==> src/rtl/turbo_pkg.sv <==
// Shared trellis definition for the 8-state RSC constituent code.
// Encoder, decoder and interleaver benches all derive branches from these helpers.
package turbo_pkg;

    localparam int NUM_STATES  = 8;
    localparam int MEM         = 3;
    localparam int PM_INIT_INF = 16;

    typedef logic [MEM-1:0] rsc_state_t;

    typedef enum logic [1:0] {
        ST_ACS   = 2'd0,
        ST_TRACE = 2'd1,
        ST_OUT   = 2'd2
    } dec_state_e;

    // State layout is {d1,d2,d3}; a is the feedback bit entering the register.
    function automatic rsc_state_t rsc_next_state(input rsc_state_t s, input logic u);
        logic a;
        a = u ^ s[1] ^ s[0];
        return {a, s[2], s[1]};
    endfunction

    function automatic logic rsc_parity(input rsc_state_t s, input logic u);
        logic a;
        a = u ^ s[1] ^ s[0];
        return a ^ s[2] ^ s[0];
    endfunction

    function automatic rsc_state_t rsc_pred(input rsc_state_t n, input logic d3);
        return {n[1], n[0], d3};
    endfunction

endpackage

==> src/rtl/rsc_acs_unit.sv <==
// Eight parallel add-compare-select cells with min-normalization of the new metrics.
// Purely combinational, zero latency.
// No flow control; the caller decides when the results are committed.
module rsc_acs_unit
    import turbo_pkg::*;
#(
    parameter int PM_W = 8
) (
    input  logic [NUM_STATES-1:0][PM_W-1:0] pm_in,
    input  logic                            xk,
    input  logic                            zk,
    output logic [NUM_STATES-1:0][PM_W-1:0] pm_out,
    output logic [NUM_STATES-1:0]           dec,
    output logic [PM_W-1:0]                 pm_min
);

    logic [NUM_STATES-1:0][PM_W-1:0] cand0;
    logic [NUM_STATES-1:0][PM_W-1:0] cand1;
    logic [NUM_STATES-1:0][PM_W-1:0] pm_sel;

    function automatic logic [1:0] branch_bm(input rsc_state_t n, input logic d3,
                                             input logic rx_x, input logic rx_z);
        rsc_state_t p;
        logic       u;
        p = rsc_pred(n, d3);
        u = n[2] ^ n[0] ^ d3;
        return {1'b0, rx_x ^ u} + {1'b0, rx_z ^ rsc_parity(p, u)};
    endfunction

    // Saturate rather than wrap so an unreachable state can never look cheap.
    function automatic logic [PM_W-1:0] sat_add(input logic [PM_W-1:0] pm, input logic [1:0] bm);
        logic [PM_W:0] s;
        s = {1'b0, pm} + (PM_W+1)'(bm);
        return s[PM_W] ? '1 : s[PM_W-1:0];
    endfunction

    always_comb begin
        cand0 = '0;
        cand1 = '0;
        for (int n = 0; n < NUM_STATES; n++) begin
            cand0[n] = sat_add(pm_in[rsc_pred(3'(n), 1'b0)], branch_bm(3'(n), 1'b0, xk, zk));
            cand1[n] = sat_add(pm_in[rsc_pred(3'(n), 1'b1)], branch_bm(3'(n), 1'b1, xk, zk));
        end
    end

    always_comb begin
        pm_sel = '0;
        dec    = '0;
        for (int n = 0; n < NUM_STATES; n++) begin
            dec[n]    = cand1[n] < cand0[n];
            pm_sel[n] = dec[n] ? cand1[n] : cand0[n];
        end
    end

    always_comb begin
        pm_min = pm_sel[0];
        for (int n = 1; n < NUM_STATES; n++) begin
            if (pm_sel[n] < pm_min) pm_min = pm_sel[n];
        end
    end

    always_comb begin
        pm_out = '0;
        for (int n = 0; n < NUM_STATES; n++) begin
            pm_out[n] = pm_sel[n] - pm_min;
        end
    end

endmodule

==> src/rtl/rsc_viterbi_decoder.sv <==
// Hard-decision Viterbi decoder for the 8-state RSC code, traceback from state 0.
// First out_valid K+3 cycles after the last (K+3)-th input handshake.
// in_ready drops during traceback/output; outputs hold while out_ready is low.
module rsc_viterbi_decoder
    import turbo_pkg::*;
#(
    parameter int K     = 40,
    parameter int PM_W  = 8,
    parameter int CNT_W = 16
) (
    input  logic             clk,
    input  logic             clr,
    input  logic             in_valid,
    output logic             in_ready,
    input  logic             xk,
    input  logic             zk,
    output logic             out_valid,
    input  logic             out_ready,
    output logic             out_bit,
    output logic             out_last,
    output logic [CNT_W-1:0] out_metric
);

    localparam int IDX_W = $clog2(K + 3);
    localparam int OB_W  = $clog2(K);
    localparam logic [IDX_W-1:0] LAST_STEP = IDX_W'(K + 2);
    localparam logic [IDX_W-1:0] LAST_OUT  = IDX_W'(K - 1);
    localparam logic [IDX_W-1:0] K_IDX     = IDX_W'(K);
    localparam logic [NUM_STATES-1:0][PM_W-1:0] PM_RST =
        {{(NUM_STATES-1){PM_W'(PM_INIT_INF)}}, PM_W'(0)};

    dec_state_e                      state_q, state_d;
    logic [IDX_W-1:0]                idx_q, idx_d;
    rsc_state_t                      tb_st_q, tb_st_d;
    logic [NUM_STATES-1:0][PM_W-1:0] pm_q, pm_d;
    logic [CNT_W-1:0]                norm_acc_q, norm_acc_d;
    logic [K-1:0]                    obuf_q, obuf_d;
    logic [NUM_STATES-1:0]           surv_mem [K+3];

    logic [NUM_STATES-1:0][PM_W-1:0] acs_pm;
    logic [NUM_STATES-1:0]           acs_dec;
    logic [PM_W-1:0]                 acs_min;
    logic                            acs_go;
    logic                            surv_we;
    logic                            tb_dec;
    logic [CNT_W:0]                  norm_sum;
    logic [CNT_W:0]                  metric_sum;

    rsc_acs_unit #(.PM_W(PM_W)) u_acs (
        .pm_in  (pm_q),
        .xk     (xk),
        .zk     (zk),
        .pm_out (acs_pm),
        .dec    (acs_dec),
        .pm_min (acs_min)
    );

    assign acs_go = in_valid & in_ready;

    always_ff @(posedge clk) begin
        if (clr) state_q <= ST_ACS;
        else     state_q <= state_d;
    end

    always_comb begin
        state_d = state_q;
        case (state_q)
            ST_ACS:   if (acs_go && idx_q == LAST_STEP) state_d = ST_TRACE;
            ST_TRACE: if (idx_q == '0) state_d = ST_OUT;
            ST_OUT:   if (out_ready && idx_q == LAST_OUT) state_d = ST_ACS;
            default:  state_d = ST_ACS;
        endcase
    end

    always_comb begin
        metric_sum = {1'b0, norm_acc_q} + (CNT_W+1)'(pm_q[0]);
        in_ready   = state_q == ST_ACS;
        out_valid  = state_q == ST_OUT;
        out_bit    = out_valid & obuf_q[idx_q[OB_W-1:0]];
        out_last   = out_valid & (idx_q == LAST_OUT);
        out_metric = '0;
        if (out_valid) out_metric = metric_sum[CNT_W] ? '1 : metric_sum[CNT_W-1:0];
    end

    always_comb begin
        idx_d      = idx_q;
        tb_st_d    = tb_st_q;
        pm_d       = pm_q;
        norm_acc_d = norm_acc_q;
        obuf_d     = obuf_q;
        surv_we    = 1'b0;
        tb_dec     = surv_mem[idx_q][tb_st_q];
        norm_sum   = {1'b0, norm_acc_q} + (CNT_W+1)'(acs_min);
        case (state_q)
            ST_ACS: begin
                if (acs_go) begin
                    pm_d       = acs_pm;
                    norm_acc_d = norm_sum[CNT_W] ? '1 : norm_sum[CNT_W-1:0];
                    surv_we    = 1'b1;
                    if (idx_q == LAST_STEP) tb_st_d = '0;
                    else                    idx_d   = idx_q + IDX_W'(1);
                end
            end
            ST_TRACE: begin
                // Tail steps steer the path back to state 0 but are not data.
                if (idx_q < K_IDX) obuf_d[idx_q[OB_W-1:0]] = tb_st_q[2] ^ tb_st_q[0] ^ tb_dec;
                tb_st_d = rsc_pred(tb_st_q, tb_dec);
                if (idx_q != '0) idx_d = idx_q - IDX_W'(1);
            end
            ST_OUT: begin
                if (out_ready) begin
                    if (idx_q == LAST_OUT) begin
                        idx_d      = '0;
                        pm_d       = PM_RST;
                        norm_acc_d = '0;
                    end else begin
                        idx_d = idx_q + IDX_W'(1);
                    end
                end
            end
            default: ;
        endcase
    end

    always_ff @(posedge clk) begin
        if (clr) begin
            idx_q      <= '0;
            tb_st_q    <= '0;
            pm_q       <= PM_RST;
            norm_acc_q <= '0;
            obuf_q     <= '0;
        end else begin
            idx_q      <= idx_d;
            tb_st_q    <= tb_st_d;
            pm_q       <= pm_d;
            norm_acc_q <= norm_acc_d;
            obuf_q     <= obuf_d;
        end
    end

    always_ff @(posedge clk) begin
        if (surv_we) surv_mem[idx_q] <= acs_dec;
    end

endmodule
==> config.mk <==
export PLATFORM = sky130hd
export DESIGN_NAME = rsc_viterbi_decoder
export DESIGN_NICKNAME = d
export VERILOG_FILES = /design/src/rtl/turbo_pkg.sv /design/src/rtl/rsc_acs_unit.sv /design/src/rtl/rsc_viterbi_decoder.sv
export SDC_FILE = /design/constraint.sdc
export NUM_CORES = 1
export LEC_CHECK = 0
export CAP_MARGIN = 20
export CORE_MARGIN = 1.5
export CORE_UTILIZATION = 57
export CTS_CLUSTER_DIAMETER = 100
export DETAILED_ROUTE_END_ITERATION = 10
export MAX_ROUTING_LAYER = met4
export PLACE_DENSITY = 0.7
export SLEW_MARGIN = 20
export SYNTH_ARGS = -nofsm -noshare
export SYNTH_HDL_FRONTEND = slang
export SYNTH_SLANG_ARGS = --single-unit
==> constraint.sdc <==
create_clock -name clk -period 43.9 [get_ports clk]
set_input_delay 8.78 -clock clk [delete_from_list [all_inputs] [get_ports clk]]
set_output_delay 8.78 -clock clk [all_outputs]
set_load 0.01 [all_outputs]
### After elaboration in Yosys (flattened, before gate mapping)

Memory sizes are Yosys's and may differ from the RTL's. A register that Yosys moved wholly into a read port is not among the register bits.
Index checks and enable logic that the tools add are counted.

| storage, ports and cells | value |
|---|---|
| input bits | 6 |
| RAM bits | 344 |
| memories | 1 |
| bits in registers | 131 |
| output and inout bits | 20 |
| logic and storage cells | 167 |

| cells by class | value |
|---|---|
| reduce and logical (&&, ||, !) cells | 14 |
| bitwise gates (word level) | 7 |
| equal/unequal tests | 13 |
| magnitude comparators | 19 |
| $add $sub $neg | 32 |
| multiplexer cells | 68 |

Memory list:

| name | depth | bits a word | read ports | clocked after Yosys merged registers in | wr ports | line | text |
|---|---|---|---|---|---|---|---|
| surv_mem | 43 | 8 | 1 | 1 | 1 | rsc_viterbi_decoder.sv:38 | `logic [NUM_STATES-1:0] surv_mem [K+3];` |

Operator list:

| operator | count |
|---|---|
| $mux W8 | 31 |
| $mux W64 | 3 |
| $add A8 B2 Y9 | 16 |
| $pmux W64 S2 | 1 |
| $lt A8 B8 Y1 | 15 |
| $mux W16 | 6 |
| $sub A8 B8 Y8 | 8 |
| $mux W6 | 7 |
| $bwmux W40 | 1 |
| $add A16 B8 Y17 | 2 |
| $pmux W16 S2 | 1 |
| $pmux W6 S3 | 1 |
| $eq A6 B6 Y1 const B | 2 |
| $ne A2 B1 Y1 const B | 6 |
| $add A1 B1 Y2 | 4 |
| $lt A6 B7 Y1 const B | 1 |
| $mux W1 | 7 |
| $add A6 B1 Y6 const B | 1 |
| $bmux W1 S6 | 1 |
| $demux W1 S6 | 1 |
| $ge A6 B1 Y1 const B | 1 |
| $logic_not A6 Y1 | 1 |
| $lt A6 B6 Y1 const B | 1 |
| $mux W2 | 3 |
| 21 further kinds | 32 |

### Longest topological paths before layout

Gate-level depths: netlist of the first run.

| logic depth | value |
|---|---|
| depth in word-level cells | 24 |
| mapped depth | 105 |
| mapped depth without buffers | 103 |

### By module

A second synthesis of the first run with hierarchy kept.

| unflattened totals | value |
|---|---|
| cell total of the unflattened synthesis | 3108 |
| area, all modules | 30897.1 µm² |

Modules (own cells, without submodules):

| module | cells each | sequential area each (µm²) | times used | area each (µm²) |
|---|---|---|---|---|
| rsc_viterbi_decoder | 1533 | 13072.5 | 1 | 20522.2 |
| rsc_acs_unit | 1575 | 0.0 | 1 | 10375.0 |

### Worst setup path after synthesis of the first run

No wires, ideal clock.

| path | value |
|---|---|
| kind | input to register |
| start | input port xk |
| end | register norm_acc_q[14] |
| arrival time | 27.658 ns |
| stages | 100 |
| buffers on the path | 3 |
| required time | 43.768 ns |
| setup time | 0.132 ns |
| setup slack | 16.110 ns |
| path through | inv_1 ha_1 ha_1 nor2b_1 o21ai_0 o21ai_0 and2_1 and3_1 nand3_1 xnor2_1 a21oi_1 ha_1 a21oi_1 o21ai_0 or2_2 a31o_1 nor2_1 mux2i_1 (+64 left out) nor3_2 buf_6 mux2i_1 ha_1 inv_1 fa_1 inv_1 a21oi_1 o21ai_0 a21oi_1 o21bai_1 a21o_1 a21oi_1 nor2_1 and3_1 a31oi_1 o21ai_0 a21oi_1 |

| on the way | value |
|---|---|
| longest elaborated chain between the ends | 24 |
| elaborated cells on any way between the ends | 71 |
| classes of those cells | add/sub: 21; order compare: 15; mux: 34; bitwise: 1 |

RTL lines:

| item | line | text |
|---|---|---|
| from (decl) | rsc_viterbi_decoder.sv:15 | `input logic xk,` |
| $not A1 Y1 (no source line) | n/a |  |
| $add A1 B1 Y2 | rsc_acs_unit.sv:27 | `return {1'b0, rx_x ^ u} + {1'b0, rx_z ^ rsc_parity(p, u)};` |
| $add A8 B2 Y9 | rsc_acs_unit.sv:33 | `s = {1'b0, pm} + (PM_W+1)'(bm);` |
| $mux W8 | rsc_acs_unit.sv:34 | `return s[PM_W] ? '1 : s[PM_W-1:0];` |
| $lt A8 B8 Y1 (*) | rsc_acs_unit.sv:50 | `dec[n] = cand1[n] < cand0[n];` |
| net acs_dec[0] | rsc_viterbi_decoder.sv:41 | `logic [NUM_STATES-1:0] acs_dec;` |
| $mux W8 (*) | rsc_acs_unit.sv:51 | `pm_sel[n] = dec[n] ? cand1[n] : cand0[n];` |
| $lt A8 B8 Y1 | rsc_acs_unit.sv:58 | `if (pm_sel[n] < pm_min) pm_min = pm_sel[n];` |
| (+9 left out) | n/a |  |
| $lt A8 B8 Y1 | rsc_acs_unit.sv:58 |  |
| $mux W8 (*) | rsc_acs_unit.sv:58 |  |
| $lt A8 B8 Y1 | rsc_acs_unit.sv:58 |  |
| $mux W8 (*) | rsc_acs_unit.sv:58 |  |
| $add A16 B8 Y17 (*) | rsc_viterbi_decoder.sv:93 | `norm_sum = {1'b0, norm_acc_q} + (CNT_W+1)'(acs_min);` |
| $mux W16 (*) | rsc_viterbi_decoder.sv:98 | `norm_acc_d = norm_sum[CNT_W] ? '1 : norm_sum[CNT_W-1:0];` |
| $mux W16 (*) | rsc_viterbi_decoder.sv:96 | `if (acs_go) begin` |
| $pmux W16 S2 (*) | rsc_viterbi_decoder.sv:94 | `case (state_q)` |
| to (signal assigned) | rsc_viterbi_decoder.sv:136 | `norm_acc_q <= norm_acc_d;` |
| to (decl) | rsc_viterbi_decoder.sv:36 | `logic [CNT_W-1:0] norm_acc_q, norm_acc_d;` |

The timed path passes the listed nets; every way through them passes the cells marked *. The select of a mux whose other input is x is not followed.
A chain may end at the register's enable or synchronous reset.

### Worst setup path after layout of the first run

Same ends and word-level chain as after synthesis.

==> impl_metrics.tcl, run 1 <==
set metrics [dict create \
    status "finished, final reports clean" \
    drt_iter0_drc 2099 \
    gr-total-overflow 0 \
    reg2reg_depth 93 \
    synth_ff_type "edfxtp_1" \
    dp_hpwl_mm 60.6 \
    area_growth_pct 8.81 \
    timing.final.ws_setup_ns 12.79 \
    yosys_warnings 0 \
    grt_pass1_wl_mm 131 \
    die_x_um 232 \
    grt_usage_pct 33.1 \
    utilization_pct 63.0 \
    max_stage_delay_ns 0.90 \
    path_class "in -> reg" \
    syn_area_um2 29800 \
    antenna_found_initial 0 \
    drt-pass1-iter-count 6 \
    grt_setup_unrepaired "false" \
    yosysSeqAreaShare_pct 43.8 \
    max_slew.worst_pin.slew_ns 1.12 \
    core-area_um2 51500 \
    fin_nets 3042 \
    viasPerCell 6.40 \
    hold_viol 0 \
    netlist_top_cells_area "edfxtp_1, dfxtp_1, ha_1, mux4_2, nor2_1" \
    yosysTopAreaCell "edfxtp_1" \
    slew_headroom_pct 25.2 \
    clockRootBuffer "clkbuf_16" \
    syn-num-nets 3071 \
    critPathLaunchType "input port" \
    cts_tree "built" \
    synth-edff-count 344 \
    place.gp.congestion 0.948 \
    pre_cts_slack_ns 12.10 \
    ys_seq_elements 481 \
    vias 22710 \
    crit_top_cell "a21oi_1" \
    ys_async_sr_fraction_pct 0 \
    initial_utilization_pct 57.9 \
    cts_buffer_depth 3 \
    wl_per_cell_um 24.2 \
    htreeDepth 2 \
    r2r_start "pm_q[0]" \
    grt_pass1_vias 22115 \
    dieHeight_um 232 \
    synthCells 2858 \
    cts_setup_buffers 0 \
    tns_ns 0 \
    io_buffers 25 \
    clk_pin_slew_ns 0.06 \
    cp-startpoint "xk" \
    worstPathArrival_ns 31.63 \
    ant_nets 0 \
    max_cap_viol_count 0 \
    wl_mm 86.1 \
    nFillCells 4048 \
    clock_skew_ns 0.0212 \
    clock-sinks 481 \
    fmax_mhz 32.1 \
    drive_above_1_share_pct 11.0 \
    final_common_cell "edfxtp_1" \
    hold_path_depth 2 \
    grt_start_max_net_pins 70 \
    path_max_fanout 22 \
    setup_viol 0 \
    drc_errors 0 \
    required_ns 44.42 \
    numCtsBuffers 51 \
    post-route-period-util_pct 70.9 \
    die-area_um2 53700 \
    synth_top_area_share_pct 34.6 \
    std_cell_rows 83 \
    maxSlewViolCount 0 \
    mostFrequentLayoutCells "edfxtp_1, nor2_1, nand2_1, a21oi_1, ha_1" \
    syn_area_per_cell_um2 10.4 \
    cp-end-kind "flip-flop" \
    hold_buffers 0 \
    hp-class "reg -> reg" \
    yosysUniqueCellTypes 107 \
    cts_resized 0 \
    min_period_ns 31.11 \
    cpMaxStageDelayCell "nor3_2" \
    io_pins 26 \
    hp-start "obuf_q[34]" \
    clock_latency_ns 0.60 \
]
[layout make-up]
| class | count | area, µm² | area share (%) |
|---|---|---|---|
| repair buffers | 62 | 546 | 1.68 |
| diodes | 1 | 2.50 | 0.00771 |
| well taps | 680 | 851 | 2.62 |
| clock inverters | 36 | 427 | 1.31 |
| clock buffers | 58 | 1330 | 4.11 |
| flip-flops and latches | 481 | 13100 | 40.3 |
| inverters | 131 | 492 | 1.52 |
| multi-input cells | 2102 | 15700 | 48.4 |
[logic make-up after synthesis]
family,after synthesis,synth area share (%)
AND/OR/NAND/NOR,897,14.1
AO/OA/AOI/OAI,648,13.7
flip-flops,481,43.8
buffers and inverters,275,3.63
adder cells (fa/ha/maj),212,9.06
multiplexers,207,11.5
XOR/XNOR,138,4.10
[cell usage after synthesis, types with 80 or more instances]
master,instances
xnor2_1,81
dfxtp_1,137
mux4_2,105
edfxtp_1,344
nand2_1,227
inv_1,130
o21ai_0,148
ha_1,199
nor2_1,313
clkbuf_1,97
a21oi_1,215
mux2i_1,80
[sequential cells by signal (all words and copies together) (netlist names), named ones only]
name        flops
norm_acc_q     16
surv_mem      344
tb_st_q         3
obuf_q         40
pm_q           64
state_q         2
idx_q           6
[final timing paths]
kind,to,slack [ns]
setup / recovery,norm_acc_q[14],12.79
setup reg to reg,norm_acc_q[14],21.93
hold reg to reg,obuf_q[34],0.46
hold / removal,obuf_q[34],0.46
[per-stage QoR]
| stage | area, µm² | instances | hold WS [ns] |
|---|---|---|---|
| 6_report | 32500 | 3551 | 0.456 |
| 5_1_grt | 32400 | 3550 | 0.483 |
| 4_1_cts | 32400 | 3549 | 0.455 |
| 3_5_place_dp | 30700 | 3455 | 0.446 |
| 3_3_place_gp | 30700 | 3455 | 0.444 |
| 2_1_floorplan | 29800 | 2858 | 0.433 |
[critical path, delay by kind of cell]
kind            cells  cell delay (ns)
compound gates     43             9.29
xor+xnor            1             0.16
fa+ha+maj          12             3.80
buf+inv             7             1.16
simple gates       31             7.49
mux                 2             0.93
[layer usage]
layer  global-route usage [%]  routed length (µm)  up-vias
li1                         -                   -    10525
met1                     42.3               35400    11101
met2                     53.7               41300      895
met3                     3.95                5410      189
met4                     13.8                3940        0
met5                        -                   0        -
Power of run 1 is left out: the tool's default activity adds up to more than one toggle a clock period on the data nets, which glitch-free logic cannot reach.
==> run 2: changes to the inputs <==
PLACE_DENSITY = 0.73   (was 0.7)
clock period = 28.6 ns   (was 43.9 ns; I/O delays follow)
==> run 2 against run 1 <==
  * First-iteration DRC count did not move
  * Critical path type unchanged
  * Die area did not move
  * Core utilization fell by 0.16 points
  * Final cell count barely moved
  * Sequential cell count did not move
  * Critical path depth rose by 1
  * Via count rose by 0.77%
  * Critical endpoint unchanged
  * Non-clock buffer count fell by 3
  * Cell area fell by 0.25%
  * Worst setup slack got worse by 11 ns
  * Register-to-register slack got worse by 14 ns
==> impl_metrics.tcl, run 2 (synthesis gave the netlist of run 1 again) <==
set metrics [dict create \
    clock-sinks 481 \
    clockRootBuffer "clkbuf_16" \
    drc_errors 0 \
    die-area_um2 53700 \
    grt_setup_unrepaired "false" \
    gr-total-overflow 0 \
    largest_register "surv_mem" \
    layout.cells.non_filler 3549 \
    dp_hpwl_mm 58.1 \
    required_ns 29.03 \
    met1_usage_pct 39.4 \
    grt_usage_pct 32.2 \
    max_cap_viol_count 0 \
    drt_iter0_drc 2099 \
    wl_mm 83.6 \
    grt_pass1_vias 22424 \
    maxSlewViolCount 0 \
    fmax_mhz 37.1 \
    diodes 0 \
    std_cell_rows 83 \
    wl_per_cell_um 23.6 \
    path_class "in -> reg" \
    vias 22886 \
    numCtsBuffers 51 \
    clk_pin_slew_ns 0.06 \
    busiest_layer "met2" \
    clock_skew_ns 0.0915 \
    cts_buffer_depth 3 \
    core-area_um2 51500 \
    tns_ns 0 \
    nFillCells 4068 \
    viasPerCell 6.45 \
    pre_cts_slack_ns 0.838 \
    clock_latency_ns 0.66 \
    path_max_fanout 50 \
    critPathLaunchType "input port" \
    largestRegisters "surv_mem x344, pm_q x64, obuf_q x40" \
    placed_area_um2 30600 \
    slew_headroom_pct 28.4 \
    grt_use_met3_pct 3.72 \
    cts_setup_buffers 0 \
    largest_reg_flops 344 \
    status "finished, final reports clean" \
    cts_tree "built" \
    hold_buffers 0 \
    hold_viol 0 \
    io_pins 26 \
    cts_resized 0 \
    hp-class "reg -> reg" \
    drt-pass1-iter-count 5 \
    ant_nets 0 \
    htreeDepth 2 \
    antenna_found_initial 0 \
    dp_cells 3453 \
    grt_pass1_wl_mm 129 \
    place.gp.congestion 0.979 \
    min_period_ns 26.94 \
    io_buffers 25 \
    area_growth_pct 8.54 \
    mostFrequentLayoutCells "edfxtp_1, nor2_1, nand2_1, a21oi_1, ha_1" \
    worstPathArrival_ns 27.37 \
    dieHeight_um 232 \
    setup_viol 0 \
    max_slew.worst_pin.slew_ns 1.06 \
    initial_utilization_pct 57.9 \
    final_area_um2 32400 \
    grt_use_met2_pct 53.7 \
    drive_above_1_share_pct 10.8 \
    die_x_um 232 \
    cpMaxStageDelayCell "clkdlybuf4s50_1" \
    grt_start_max_net_pins 83 \
    crit_top_cell "a21oi_1" \
    cp-end-kind "flip-flop" \
    timing.final.ws_setup_ns 1.66 \
    final_common_cell "edfxtp_1" \
    fin_nets 3039 \
    max_stage_delay_ns 0.57 \
    post-route-period-util_pct 94.2 \
]
[run 2: final timing paths]
| path | startpoint | to | slack (ns) | cells past startpoint |
|---|---|---|---|---|
| worst max-delay path | xk | norm_acc_q[14] | 1.66 | 97 |
| worst min-delay path | obuf_q[26] | obuf_q[26] | 0.46 | 2 |
| worst max register to register | pm_q[0] | norm_acc_q[14] | 7.76 | 94 |
| worst min register to register | obuf_q[26] | obuf_q[26] | 0.46 | 2 |
[run 2: worst max-delay path, delay by kind of cell]
| family | cells | cell delay [ns] |
|---|---|---|
| buffers and inverters | 8 | 1.90 |
| and+or+nand+nor | 24 | 4.38 |
| muxes | 2 | 0.77 |
| AOI/OAI and AO/OA | 50 | 10.46 |
| xor gates and xnor gates | 1 | 0.15 |
| adders and majority gates | 12 | 3.94 |
[run 2: area by class of cell]
type,instances,area (µm²),share of cell area [%]
Timing Repair Buffer,59,503,1.55
Tap cell,680,851,2.63
Multi-Input combinational cell,2102,15700,48.6
Sequential cell,481,13100,40.4
Inverter,131,492,1.52
Clock inverter,31,318,0.982
Clock buffer,65,1390,4.29
[run 2: per-layer routing]
layer	wire (µm)	share of wire (%)	up-vias
met4	3900	4.7	0
met2	40900	49	962
met1	33700	40	11228
met3	5140	6.1	198
li1	-	-	10498
met5	0	0	-
[run 2: per-stage QoR]
stage / util, % / hold WS, ns
after global routing: 62.8 / 0.491
final: 62.8 / 0.459
after floorplan: - / 0.433
after detailed placement: 59.5 / 0.451
after global placement: 59.5 / 0.441
after CTS: 62.8 / 0.460
Power of run 2 is left out for the same reason.
